**config.mk**
```make
export PLATFORM = sky130hd
export DESIGN_NAME = uart_cfg_top
export DESIGN_NICKNAME = d
export VERILOG_FILES = /design/src/rtl/uart_cfg_top.sv
export SDC_FILE = /design/constraint.sdc
export NUM_CORES = 1
export LEC_CHECK = 0
export ABC_AREA = 1
export CORE_ASPECT_RATIO = 1.1
export CORE_UTILIZATION = 30
export DETAILED_ROUTE_END_ITERATION = 8
export GPL_ROUTABILITY_DRIVEN = 1
export PLACE_DENSITY = 0.43
export SLEW_MARGIN = 0
export SYNTH_ARGS = -nofsm -noshare
export SYNTH_HDL_FRONTEND = slang
export SYNTH_SLANG_ARGS = --single-unit
```
**constraint.sdc**
```tcl
create_clock -name CLK -period 2.9 [get_ports CLK]
set_input_delay 0.435 -clock CLK [delete_from_list [all_inputs] [get_ports CLK]]
set_output_delay 0.435 -clock CLK [all_outputs]
set_load 0.01 [all_outputs]
```
**src/rtl/uart_cfg_top.sv**
```systemverilog
// uart_cfg_top: runtime-configurable UART core.
//   Baud tick generator (programmable divisor), 2-FF rx synchroniser,
//   RX/TX serial engines with optional even/odd parity and 1/2 stop bits,
//   RX/TX FIFOs (depth 2^FIFO_EXP, first-word-fall-through on RX) and
//   sticky framing/parity/overrun error flags.
// Optional feature macro: LOOPBACK_EN (adds the loopback input; when high
//   the receiver listens to the internal TX line and the tx pin idles at 1).
// Ports:
//   CLK, RST            clock, synchronous active-high reset
//   baud_div            clocks per baud tick (values below 2 act as 2)
//   parity_en/odd       parity enable / odd select, two_stop: TX stop length
//   rx / tx             serial in (async) / serial out
//   write_uart/data     push into TX FIFO; tx_full, tx_level status
//   read_uart           pop RX FIFO; read_data head, rx_empty/full/level
//   frame_err, parity_err, overrun_err   sticky flags; err_clear clears

// Synchronous FIFO with occupancy count; head shown combinationally.
module uart_cfg_fifo #(
    parameter int W = 8,
    parameter int E = 4
) (
    input  logic         clk,
    input  logic         rst,
    input  logic         push,
    input  logic         pop,
    input  logic [W-1:0] wdata,
    output logic [W-1:0] rdata,
    output logic         full,
    output logic         empty,
    output logic [E:0]   level
);
    localparam int DEPTH = 1 << E;
    localparam logic [E:0] FULL_CNT = (E+1)'(DEPTH);

    logic [W-1:0] mem_r [DEPTH];
    logic [E-1:0] wptr_r;
    logic [E-1:0] rptr_r;
    logic [E:0]   count_r;
    logic         do_push_s;
    logic         do_pop_s;

    assign full      = (count_r == FULL_CNT);
    assign empty     = (count_r == '0);
    assign level     = count_r;
    assign do_pop_s  = pop && !empty;
    // A push into a full FIFO is accepted only when a pop frees a slot.
    assign do_push_s = push && (!full || do_pop_s);
    assign rdata     = empty ? '0 : mem_r[rptr_r];

    // Storage array write port.
    always_ff @(posedge clk) begin
        if (do_push_s) begin
            mem_r[wptr_r] <= wdata;
        end
    end

    // Pointers and occupancy count.
    always_ff @(posedge clk) begin
        if (rst) begin
            wptr_r  <= '0;
            rptr_r  <= '0;
            count_r <= '0;
        end else begin
            if (do_push_s) wptr_r <= wptr_r + E'(1);
            if (do_pop_s)  rptr_r <= rptr_r + E'(1);
            case ({do_push_s, do_pop_s})
                2'b10:   count_r <= count_r + (E+1)'(1);
                2'b01:   count_r <= count_r - (E+1)'(1);
                default: count_r <= count_r;
            endcase
        end
    end
endmodule

module uart_cfg_top #(
    parameter int DBITS      = 8,
    parameter int FIFO_EXP   = 4,
    parameter int DIV_BITS   = 16,
    parameter int OVERSAMPLE = 16
) (
    input  logic                CLK,
    input  logic                RST,
`ifdef LOOPBACK_EN
    input  logic                loopback,
`endif
    input  logic [DIV_BITS-1:0] baud_div,
    input  logic                parity_en,
    input  logic                parity_odd,
    input  logic                two_stop,
    input  logic                rx,
    output logic                tx,
    input  logic                write_uart,
    input  logic [DBITS-1:0]    write_data,
    output logic                tx_full,
    output logic [FIFO_EXP:0]   tx_level,
    input  logic                read_uart,
    output logic [DBITS-1:0]    read_data,
    output logic                rx_empty,
    output logic                rx_full,
    output logic [FIFO_EXP:0]   rx_level,
    output logic                frame_err,
    output logic                parity_err,
    output logic                overrun_err,
    input  logic                err_clear
);
    typedef enum logic [2:0] {ST_IDLE, ST_START, ST_DATA, ST_PARITY, ST_STOP} state_t;

    localparam logic [4:0] OS_LAST  = 5'(OVERSAMPLE - 1);
    localparam logic [4:0] OS_MID   = 5'(OVERSAMPLE / 2 - 1);
    localparam logic [4:0] TWO_LAST = 5'(2 * OVERSAMPLE - 1);
    localparam logic [3:0] D_LAST   = 4'(DBITS - 1);
    localparam logic [DIV_BITS-1:0] DIV_MIN = DIV_BITS'(2);

    function automatic logic [DIV_BITS-1:0] clamp_div(input logic [DIV_BITS-1:0] d);
        if (d < DIV_MIN) clamp_div = DIV_MIN;
        else             clamp_div = d;
    endfunction

    function automatic logic calc_parity(input logic [DBITS-1:0] d, input logic odd);
        calc_parity = (^d) ^ odd;
    endfunction

    // ---------------- baud tick ----------------
    logic [DIV_BITS-1:0] cnt_r;
    logic [DIV_BITS-1:0] div_r;
    logic                tick_s;

    assign tick_s = (cnt_r == div_r - DIV_BITS'(1));

    // Baud counter; the divisor is only re-sampled at a wrap.
    always_ff @(posedge CLK) begin
        if (RST) begin
            cnt_r <= '0;
            div_r <= clamp_div(baud_div);
        end else if (tick_s) begin
            cnt_r <= '0;
            div_r <= clamp_div(baud_div);
        end else begin
            cnt_r <= cnt_r + DIV_BITS'(1);
        end
    end

    // ---------------- FIFOs ----------------
    logic             tx_empty_s;
    logic             tx_pop_s;
    logic [DBITS-1:0] tx_head_s;
    logic             rx_push_r;
    logic [DBITS-1:0] rx_sh_r;

    uart_cfg_fifo #(.W(DBITS), .E(FIFO_EXP)) u_tx_fifo (
        .clk(CLK), .rst(RST), .push(write_uart), .pop(tx_pop_s), .wdata(write_data),
        .rdata(tx_head_s), .full(tx_full), .empty(tx_empty_s), .level(tx_level)
    );

    uart_cfg_fifo #(.W(DBITS), .E(FIFO_EXP)) u_rx_fifo (
        .clk(CLK), .rst(RST), .push(rx_push_r), .pop(read_uart), .wdata(rx_sh_r),
        .rdata(read_data), .full(rx_full), .empty(rx_empty), .level(rx_level)
    );

    // ---------------- TX engine ----------------
    state_t           tx_state_r;
    logic [4:0]       tx_s_r;
    logic [3:0]       tx_n_r;
    logic [DBITS-1:0] tx_sh_r;
    logic             tx_par_r;
    logic             tx_pen_r;
    logic             tx_two_r;
    logic             tx_r;
    logic [4:0]       tx_stop_last_s;
    logic             tx_start_s;

    // Frame start: on a tick, from idle or straight out of the final stop
    // tick so consecutive frames leave no idle gap.
    always_comb begin
        tx_stop_last_s = OS_LAST;
        tx_start_s     = 1'b0;
        if (tx_two_r) tx_stop_last_s = TWO_LAST;
        else          tx_stop_last_s = OS_LAST;
        if (tick_s && !tx_empty_s &&
            ((tx_state_r == ST_IDLE) || (tx_state_r == ST_STOP && tx_s_r == tx_stop_last_s)))
            tx_start_s = 1'b1;
        else
            tx_start_s = 1'b0;
    end

    assign tx_pop_s = tx_start_s;

    // TX FSM; tx_r is the registered line level.
    always_ff @(posedge CLK) begin
        if (RST) begin
            tx_state_r <= ST_IDLE;
            tx_s_r     <= '0;
            tx_n_r     <= '0;
            tx_sh_r    <= '0;
            tx_par_r   <= 1'b0;
            tx_pen_r   <= 1'b0;
            tx_two_r   <= 1'b0;
            tx_r       <= 1'b1;
        end else if (tx_start_s) begin
            tx_state_r <= ST_START;
            tx_s_r     <= '0;
            tx_sh_r    <= tx_head_s;
            tx_par_r   <= calc_parity(tx_head_s, parity_odd);
            tx_pen_r   <= parity_en;
            tx_two_r   <= two_stop;
            tx_r       <= 1'b0;
        end else if (tick_s) begin
            case (tx_state_r)
                ST_START: begin
                    if (tx_s_r == OS_LAST) begin
                        tx_s_r     <= '0;
                        tx_n_r     <= '0;
                        tx_r       <= tx_sh_r[0];
                        tx_state_r <= ST_DATA;
                    end else begin
                        tx_s_r <= tx_s_r + 5'd1;
                    end
                end
                ST_DATA: begin
                    if (tx_s_r == OS_LAST) begin
                        tx_s_r <= '0;
                        if (tx_n_r == D_LAST) begin
                            if (tx_pen_r) begin
                                tx_state_r <= ST_PARITY;
                                tx_r       <= tx_par_r;
                            end else begin
                                tx_state_r <= ST_STOP;
                                tx_r       <= 1'b1;
                            end
                        end else begin
                            tx_n_r  <= tx_n_r + 4'd1;
                            tx_sh_r <= tx_sh_r >> 1;
                            tx_r    <= tx_sh_r[1];
                        end
                    end else begin
                        tx_s_r <= tx_s_r + 5'd1;
                    end
                end
                ST_PARITY: begin
                    if (tx_s_r == OS_LAST) begin
                        tx_s_r     <= '0;
                        tx_state_r <= ST_STOP;
                        tx_r       <= 1'b1;
                    end else begin
                        tx_s_r <= tx_s_r + 5'd1;
                    end
                end
                ST_STOP: begin
                    if (tx_s_r == tx_stop_last_s) begin
                        tx_state_r <= ST_IDLE;
                        tx_s_r     <= '0;
                    end else begin
                        tx_s_r <= tx_s_r + 5'd1;
                    end
                end
                default: begin
                    tx_state_r <= ST_IDLE;
                    tx_r       <= 1'b1;
                end
            endcase
        end
    end

    // ---------------- rx source and synchroniser ----------------
    logic rx_src_s;
    logic sync1_r;
    logic sync2_r;

`ifdef LOOPBACK_EN
    assign rx_src_s = loopback ? tx_r : rx;
    assign tx       = loopback ? 1'b1 : tx_r;
`else
    assign rx_src_s = rx;
    assign tx       = tx_r;
`endif

    // Two-flop synchroniser for the asynchronous serial input.
    always_ff @(posedge CLK) begin
        if (RST) begin
            sync1_r <= 1'b1;
            sync2_r <= 1'b1;
        end else begin
            sync1_r <= rx_src_s;
            sync2_r <= sync1_r;
        end
    end

    // ---------------- RX engine ----------------
    state_t     rx_state_r;
    logic [4:0] rx_s_r;
    logic [3:0] rx_n_r;
    logic       rx_pen_r;
    logic       rx_podd_r;
    logic       rx_perr_r;
    logic       frame_err_r;
    logic       parity_err_r;
    logic       overrun_err_r;

    assign frame_err   = frame_err_r;
    assign parity_err  = parity_err_r;
    assign overrun_err = overrun_err_r;

    // RX FSM plus sticky flags; an event later in this block overrides err_clear.
    always_ff @(posedge CLK) begin
        if (RST) begin
            rx_state_r    <= ST_IDLE;
            rx_s_r        <= '0;
            rx_n_r        <= '0;
            rx_sh_r       <= '0;
            rx_pen_r      <= 1'b0;
            rx_podd_r     <= 1'b0;
            rx_perr_r     <= 1'b0;
            rx_push_r     <= 1'b0;
            frame_err_r   <= 1'b0;
            parity_err_r  <= 1'b0;
            overrun_err_r <= 1'b0;
        end else begin
            rx_push_r <= 1'b0;
            if (err_clear) begin
                frame_err_r   <= 1'b0;
                parity_err_r  <= 1'b0;
                overrun_err_r <= 1'b0;
            end
            case (rx_state_r)
                ST_IDLE: begin
                    if (!sync2_r) begin
                        rx_state_r <= ST_START;
                        rx_s_r     <= '0;
                        rx_pen_r   <= parity_en;
                        rx_podd_r  <= parity_odd;
                        rx_perr_r  <= 1'b0;
                    end
                end
                ST_START: begin
                    if (tick_s) begin
                        if (rx_s_r == OS_MID) begin
                            // Line back high at mid start bit: treat as a glitch.
                            if (sync2_r) begin
                                rx_state_r <= ST_IDLE;
                            end else begin
                                rx_state_r <= ST_DATA;
                                rx_s_r     <= '0;
                                rx_n_r     <= '0;
                            end
                        end else begin
                            rx_s_r <= rx_s_r + 5'd1;
                        end
                    end
                end
                ST_DATA: begin
                    if (tick_s) begin
                        if (rx_s_r == OS_LAST) begin
                            rx_s_r  <= '0;
                            rx_sh_r <= {sync2_r, rx_sh_r[DBITS-1:1]};
                            if (rx_n_r == D_LAST) begin
                                if (rx_pen_r) rx_state_r <= ST_PARITY;
                                else          rx_state_r <= ST_STOP;
                            end else begin
                                rx_n_r <= rx_n_r + 4'd1;
                            end
                        end else begin
                            rx_s_r <= rx_s_r + 5'd1;
                        end
                    end
                end
                ST_PARITY: begin
                    if (tick_s) begin
                        if (rx_s_r == OS_LAST) begin
                            rx_s_r     <= '0;
                            rx_perr_r  <= sync2_r ^ calc_parity(rx_sh_r, rx_podd_r);
                            rx_state_r <= ST_STOP;
                        end else begin
                            rx_s_r <= rx_s_r + 5'd1;
                        end
                    end
                end
                ST_STOP: begin
                    if (tick_s) begin
                        if (rx_s_r == OS_LAST) begin
                            rx_s_r     <= '0;
                            rx_state_r <= ST_IDLE;
                            if (!sync2_r)      frame_err_r   <= 1'b1;
                            else if (rx_perr_r) parity_err_r <= 1'b1;
                            else if (rx_full)  overrun_err_r <= 1'b1;
                            else               rx_push_r     <= 1'b1;
                        end else begin
                            rx_s_r <= rx_s_r + 5'd1;
                        end
                    end
                end
                default: rx_state_r <= ST_IDLE;
            endcase
        end
    end
endmodule
```
==> results.yml, run 1 <==
timing:
  min_period_over_period_pct: 95.03
  drv_slew: 0
  worst_slew_pin_slew_ns: 0.8550
  fmax_mhz: 362.9
  fin_skew_ns: 0.009713
  relSlewSlack_pct: 42.82
  hold_viol: 0
  min_period_ns: 2.756
  grt_setup_unrepaired: "yes"
  tns_ns: 0
  setup_viol: 0
  setup_ws_ns: 0.1442
clock_tree:
  root_buffer: "clkbuf_16"
  htree_levels: 2
  cts_buffers: 43
  ctsLongestPathBuffers: 3
  clk-insertion-delay-late_ns: 0.57
  cts_tree: "done"
  cts.clk_slew.worst_paths_ns: 0.06
  clock_sinks: 375
critical_path:
  cp-start-kind: "flop"
  path_buf_inv: 3
  required_ns: 3.36
  crit_fanout: 3
  r2r_slack_ns: 0.14
  cp-startpoint: "div_r[0]$_SDFFCE_PN0P_"
  cpPeakStageDelay_ns: 0.40
  cpMostUsedCell: "nand2_1"
  crit_chain: "inv_2 > ha_4 > nand2_4 > buf_6 > nand3_2 > nand2_2 > nor2_2 > nand4_1 > nor3_2 > nand3_2 > nor3_4 > buf_6 > fa_1 > nand2_1 > nand2_1 > a21oi_2 > nand2_1 > nand2_1 > a21oi_1 > nor2_1"
  reg2reg_from: "div_r[0]$_SDFFCE_PN0P_"
  crit_path_end_kind: "flop"
  crit_type: "reg2reg"
  cp_top_family: "simple AND/OR/NAND/NOR gates"
  cpMaxStageDelayCell: "edfxtp_1"
  worst_ep_arrival_time_ns: 3.22
drt:
  drt-vias-per-instance: 4.644
  avgRoutedWirePerCell_um: 16.23
  drtIter0Drc: 747
  drc_errors: 0
  vias: 12590
  routed_wl_um: 44000
  drtAntennaViolNets: 0
  drt_pass1_iterations: 6
power_and_ir_drop:
  p_total_mw: 14.21
  ir_drop_mv: 0.3497
  power_leakage_nw: 8.091
  cellPowerDensity_mw_per_mm2: 681.4
outcome:
  status: "completed"
global_routing:
  grt_overflow_total: 0
  grt_usage_pct: 15.37
  grt_antenna_before_repair: 0
  grt_pass1_vias: 12590
  grt_max_degree: 76
  grt_first_pass_wirelength_um: 69500
synth:
  synth_cells: 1803
  synth_edf_count: 272
  ys_ff_latch: 375
  synthArstFlopShare_pct: 0
  synth_nets: 1865
  netlist_area_sq_mm: 0.01704
  ys_warn_count: 0
  synthDistinctLibCells: 48
  ys_seq_area_share_pct: 60.03
  synth_ff_type: "edfxtp_1"
  avgSynthCellArea_sq_um: 9.452
min_path:
  hold_path_class: "reg2reg"
  min_from: "sync1_r$_SDFF_PP1_"
floorplanning:
  dieArea_sq_mm: 0.05776
  coreArea_sq_mm: 0.05613
  fp.dieW_um: 229.2
  std_cell_rows: 91
  die_y_um: 252.0
  ioPinCount: 58
  initial_core_util_pct: 30.36
layout:
  num_antenna_cells: 0
  layout_commonest_cell: "nand2_1"
  syn_to_final_growth_pct: 22.41
  num-nets-final: 1994
  drive_gt1_share_pct: 13.38
  layout_common_cells: "nand2_1, edfxtp_1, nor2_1"
placement:
  portBuffers: 57
  dpl.hpwl_um: 28480
  place_ws_ns: -0.1361
  routabilityCongestion: 0.7782
flow_run:
  maxCapViolations: 0
==> layer usage <==
metal,track usage [%],vias up,part of all wire (%)
met5,0,-,0
met1,19.17,5979,45
met3,2.283,58,3.3
met4,4.610,0,2.1
met2,27.30,188,50
li1,-,6360,-
==> final timing paths <==
path                                          end  cells past startpoint
hold reg to reg                sync2_r$_SDFF_PP1_                      1
hold / removal                 sync2_r$_SDFF_PP1_                      1
setup reg to reg  u_tx_fifo.level[4]$_SDFFE_PP0P_                     20
setup / recovery  u_tx_fifo.level[4]$_SDFFE_PP0P_                     20
==> final cells by class <==
class | count | area [sq um]
inverter | 182 | 693.2
timing repair buffer | 163 | 1546
clock inverter | 14 | 108.9
sequential | 375 | 10240
multi-input combinational | 1167 | 6105
tap | 744 | 930.9
fill | 5640 | 35270
clock buffer | 65 | 1240
==> power by group <==
part	total (mW)	switching [mW]	internal, mW	leakage [nW]
clock	5.22	2.18	3.04	0.654
combinational	3.01	1.85	1.16	3.80
sequential	5.99	0.130	5.86	3.64
==> kinds of logic (layout without fill, tap and decap cells) <==
family                   count (synthesis)  count (layout)  synth area share, %
flip-flops                             375             375                60.03
AND/OR/NAND/NOR                        807             807                19.94
AO/OA/AOI/OAI                          291             291                9.787
buffers and inverters                  261             424                5.969
XOR/XNOR                                40              40                2.056
adder cells (fa/ha/maj)                 29              29                2.217
==> registers in the layout (all words and copies together) (netlist names), 5 cells and up, named ones only <==
name / cells
u_rx_fifo.mem_r: 128
u_tx_fifo.level: 5
rx_sh_r: 8
u_rx_fifo.level: 5
tx_sh_r: 8
rx_s_r: 5
u_tx_fifo.mem_r: 128
cnt_r: 16
div_r: 16
tx_s_r: 5
==> synth_stat cells (10+ instances only) <==
| cell type | n | area share [%] |
|---|---|---|
| clkbuf_1 | 58 | 1.3 |
| edfxtp_1 | 272 | 48 |
| nand3_1 | 133 | 3.9 |
| o21ai_0 | 141 | 4.1 |
| o21a_1 | 10 | 0.44 |
| ha_1 | 27 | 2.0 |
| nor3_1 | 16 | 0.47 |
| nor2_1 | 281 | 6.2 |
| inv_1 | 174 | 3.8 |
| buf_2 | 13 | 0.38 |
| nand2_1 | 323 | 7.1 |
| xor2_1 | 21 | 1.1 |
| a21oi_1 | 71 | 2.1 |
| o221ai_1 | 25 | 1.3 |
| o22ai_1 | 11 | 0.40 |
| xnor2_1 | 19 | 0.98 |
| dfxtp_1 | 103 | 12 |
| o211ai_1 | 13 | 0.57 |
| nand4_1 | 11 | 0.40 |
==> metrics by stage <==
stage,hold slack (ns),instance area (sq um),utilization (%),std cells
after floorplan,0.3895,17050,-,1803
after global placement,0.3956,19020,33.88,2621
after detailed placement,0.3997,19020,33.88,2621
after CTS,0.4053,20550,36.61,2705
after global routing,0.4355,20860,37.16,2710
final,0.4095,20860,37.16,2710
==> repair_timing <==
| action | in CTS | in global routing |
|---|---|---|
| buffers inserted | 3 | 7 |
| pin swaps | 14 | 21 |
| gates cloned | 2 | 0 |
| gates resized for setup | 38 | 73 |
| setup endpoints to repair | 11 | 157 |
| hold buffers | 0 | 0 |
(Power assumes the default switching activity.)
==> run 2, diff against run 1 <==
--- a/config.mk
+++ b/config.mk
@@ -11,6 +11,7 @@
 export DETAILED_ROUTE_END_ITERATION = 8
 export GPL_ROUTABILITY_DRIVEN = 1
 export PLACE_DENSITY = 0.43
+export RECOVER_POWER = 25
 export SLEW_MARGIN = 0
 export SYNTH_ARGS = -nofsm -noshare
 export SYNTH_HDL_FRONTEND = slang
==> run 2 against run 1 <==
  * The flow now finishes with violations (capacitance limit, slew limit)
  * First-iteration DRC count decreased by 2.4%
  * Count of clock-buffer cells in the layout unchanged
  * Flip-flop and latch count unchanged
  * Via count about the same
  * Sequential power about the same
  * Register-to-register slack about the same
  * Maximum frequency about the same
  * Sequential share of layout area increased by 0.080 points
  * Critical path depth unchanged
  * Power about the same
==> results.yml, run 2 (same netlist as run 1, synthesis figures left out) <==
drt:
  drt_pass1_iterations: 5
  drtIter0Drc: 729
  avgRoutedWirePerCell_um: 16.25
  drtAntennaViolNets: 0
  drc_errors: 0
  vias: 12580
  drt-vias-per-instance: 4.644
  routed_wl_um: 44050
outcome:
  status: "complete, but fails checks"
  violations: "capacitance limit, slew limit"
placement:
  dpl_cell_area_sq_mm: 0.01902
  dpl.hpwl_um: 28480
  routabilityCongestion: 0.7782
  portBuffers: 57
layout:
  top_regs: "u_rx_fifo.mem_r (128), u_tx_fifo.mem_r (128)"
  layout_commonest_cell: "nand2_1"
  fin_util_pct: 37.10
  stdcell_area_sq_mm: 0.02083
  layout_common_cells: "nand2_1, edfxtp_1, nor2_1"
  seqCellArea_sq_mm: 0.01024
  num-nets-final: 1994
  multi_input_area_sq_mm: 0.006105
  drive_gt1_share_pct: 12.92
  num_antenna_cells: 0
  fill_cells: 5645
  syn_to_final_growth_pct: 22.21
critical_path:
  r2r-end: "u_tx_fifo.level[4]$_SDFFE_PP0P_"
  cpPeakStageDelay_ns: 0.40
  required_ns: 3.36
  crit_chain: "inv_2 > ha_4 > nand2_4 > buf_6 > nand3_2 > nand2_2 > nor2_2 > nand4_1 > nor3_2 > nand3_2 > nor3_4 > buf_6 > fa_1 > nand2_1 > nand2_1 > a21oi_2 > nand2_1 > nand2_1 > a21oi_1 > nor2_1"
  worst_ep_arrival_time_ns: 3.22
  crit_type: "reg2reg"
  crit_path_end_kind: "flop"
  reg2regPathDepth: 20
  reg2reg_from: "div_r[0]$_SDFFCE_PN0P_"
  cpMostUsedCell: "nand2_1"
  cpMaxStageDelayCell: "edfxtp_1"
  cp-start-kind: "flop"
  crit_fanout: 3
  r2r_slack_ns: 0.14
floorplanning:
  initial_core_util_pct: 30.36
  fp.dieW_um: 229.2
  die_y_um: 252.0
  std_cell_rows: 91
  coreArea_sq_mm: 0.05613
  dieArea_sq_mm: 0.05776
  ioPinCount: 58
timing:
  min_period_ns: 2.755
  relSlewSlack_pct: -36.16
  setup_viol: 0
  fin_skew_ns: 0.01003
  drv_slew: 37
  hold_viol: 0
  worst_slew_pin_slew_ns: 2.042
  grt_setup_unrepaired: "yes"
  timing.hold.ws_ns: 0.4092
  min_period_over_period_pct: 95.00
  fmax_mhz: 363.0
power_and_ir_drop:
  cellPowerDensity_mw_per_mm2: 682.2
  combPwrFrac_pct: 21.1
  p_total_mw: 14.21
  switching_power_mw: 4.151
  switching_share_pct: 29.21
  ir_drop_mv: 0.3481
  pwr-share-clk_pct: 36.7
  pwr-share-seq_pct: 42.1
  power_leakage_nw: 8.057
  p_int_mw: 10.06
global_routing:
  grt_pass1_vias: 12590
  grt_first_pass_wirelength_um: 69500
  grt_antenna_before_repair: 0
  grt_max_degree: 76
  grt_usage_pct: 15.37
  grt_overflow_total: 0
min_path:
  min_from: "sync1_r$_SDFF_PP1_"
  hold-path-endpoint: "sync2_r$_SDFF_PP1_"
  min_path_cells: 1
  hold_path_class: "reg2reg"
clock_tree:
  clock_sinks: 375
  root_buffer: "clkbuf_16"
  clk-insertion-delay-late_ns: 0.56
  cts_tree: "done"
  ctsLongestPathBuffers: 3
  postCtsHoldBufs: 0
  cts_buffers: 43
  cts.clk_slew.worst_paths_ns: 0.06
  htree_levels: 2
flow_run:
  maxCapViolations: 1
## run 2: cell count changes in the layout (fill, tap and decap cells not counted), sizes merged
cell / before / now
clkdlybuf4s50: 49 / 33
buf: 106 / 97
clkbuf: 65 / 74
dlygate4sd3: 0 / 16
## run 2: cell type report
| cell class | instances | area share, % |
|---|---|---|
| Sequential cell | 375 | 49.15 |
| Multi-Input combinational cell | 1167 | 29.31 |
| Tap cell | 744 | 4.470 |
| Timing Repair Buffer | 163 | 7.263 |
| Inverter | 182 | 3.328 |
| Clock buffer | 65 | 5.954 |
| Clock inverter | 14 | 0.5227 |
## run 2: critical path, delay by kind of cell (launching register included)
kind / cells / cell delay [ns]
AND/OR/NAND/NOR: 13 / 1.36
flip-flops: 1 / 0.40
buffers and inverters: 3 / 0.37
adder cells (fa/ha/maj): 2 / 0.36
AO/OA/AOI/OAI: 2 / 0.19
## run 2: per-stage QoR
step / TNS (ns) / worst slack (ns) / std cells
2_1_floorplan: 0 / 0.1054 / 1803
4_1_cts: 0 / 0.0002345 / 2705
6_report: 0 / 0.1449 / 2710
3_3_place_gp: -0.1821 / -0.07997 / 2621
3_5_place_dp: -0.3726 / -0.1361 / 2621
5_1_grt: -0.1627 / -0.09344 / 2710
## run 2: what timing repair did
| action | in CTS | in global routing |
|---|---|---|
| resized for setup | 38 | 73 |
| gates cloned | 2 | 0 |
| setup endpoints to repair | 11 | 157 |
| pin swaps | 14 | 21 |
| setup buffers | 3 | 7 |
## run 2: worst max path at each step
stage,startpoint,to,slack [ns],depth (start not counted)
5_1_grt,div_r[0]$_SDFFCE_PN0P_,u_tx_fifo.level[4]$_SDFFE_PP0P_,-0.09,20
3_3_place_gp,div_r[0]$_SDFFCE_PN0P_,u_tx_fifo.level[4]$_SDFFE_PP0P_,-0.08,21
4_1_cts,div_r[0]$_SDFFCE_PN0P_,u_tx_fifo.level[3]$_SDFFE_PP0P_,0.0002,19
6_report,div_r[0]$_SDFFCE_PN0P_,u_tx_fifo.level[4]$_SDFFE_PP0P_,0.14,20
2_1_floorplan,div_r[0]$_SDFFCE_PN0P_,u_tx_fifo.mem_r[11][0]$_DFFE_PP_,0.11,19
3_5_place_dp,div_r[0]$_SDFFCE_PN0P_,u_tx_fifo.level[3]$_SDFFE_PP0P_,-0.14,20
## run 2: routing by layer
layer	vias up	track usage (%)	routed length, um
met2	183	27.30	21830
met3	59	2.283	1546
met5	-	0	0
met1	5981	19.17	19740
met4	0	4.610	935
li1	6361	-	-
## run 2: power groups by stage
stage | logic, mW | clock network [mW] | registers (mW)
2_1_floorplan | 1.70 | 0 | 6.07
3_3_place_gp | 2.82 | 0 | 6.08
3_5_place_dp | 2.83 | 0 | 6.08
4_1_cts | 2.96 | 5.40 | 5.99
5_1_grt | 3.35 | 5.58 | 6.00
6_report | 3.00 | 5.22 | 5.99
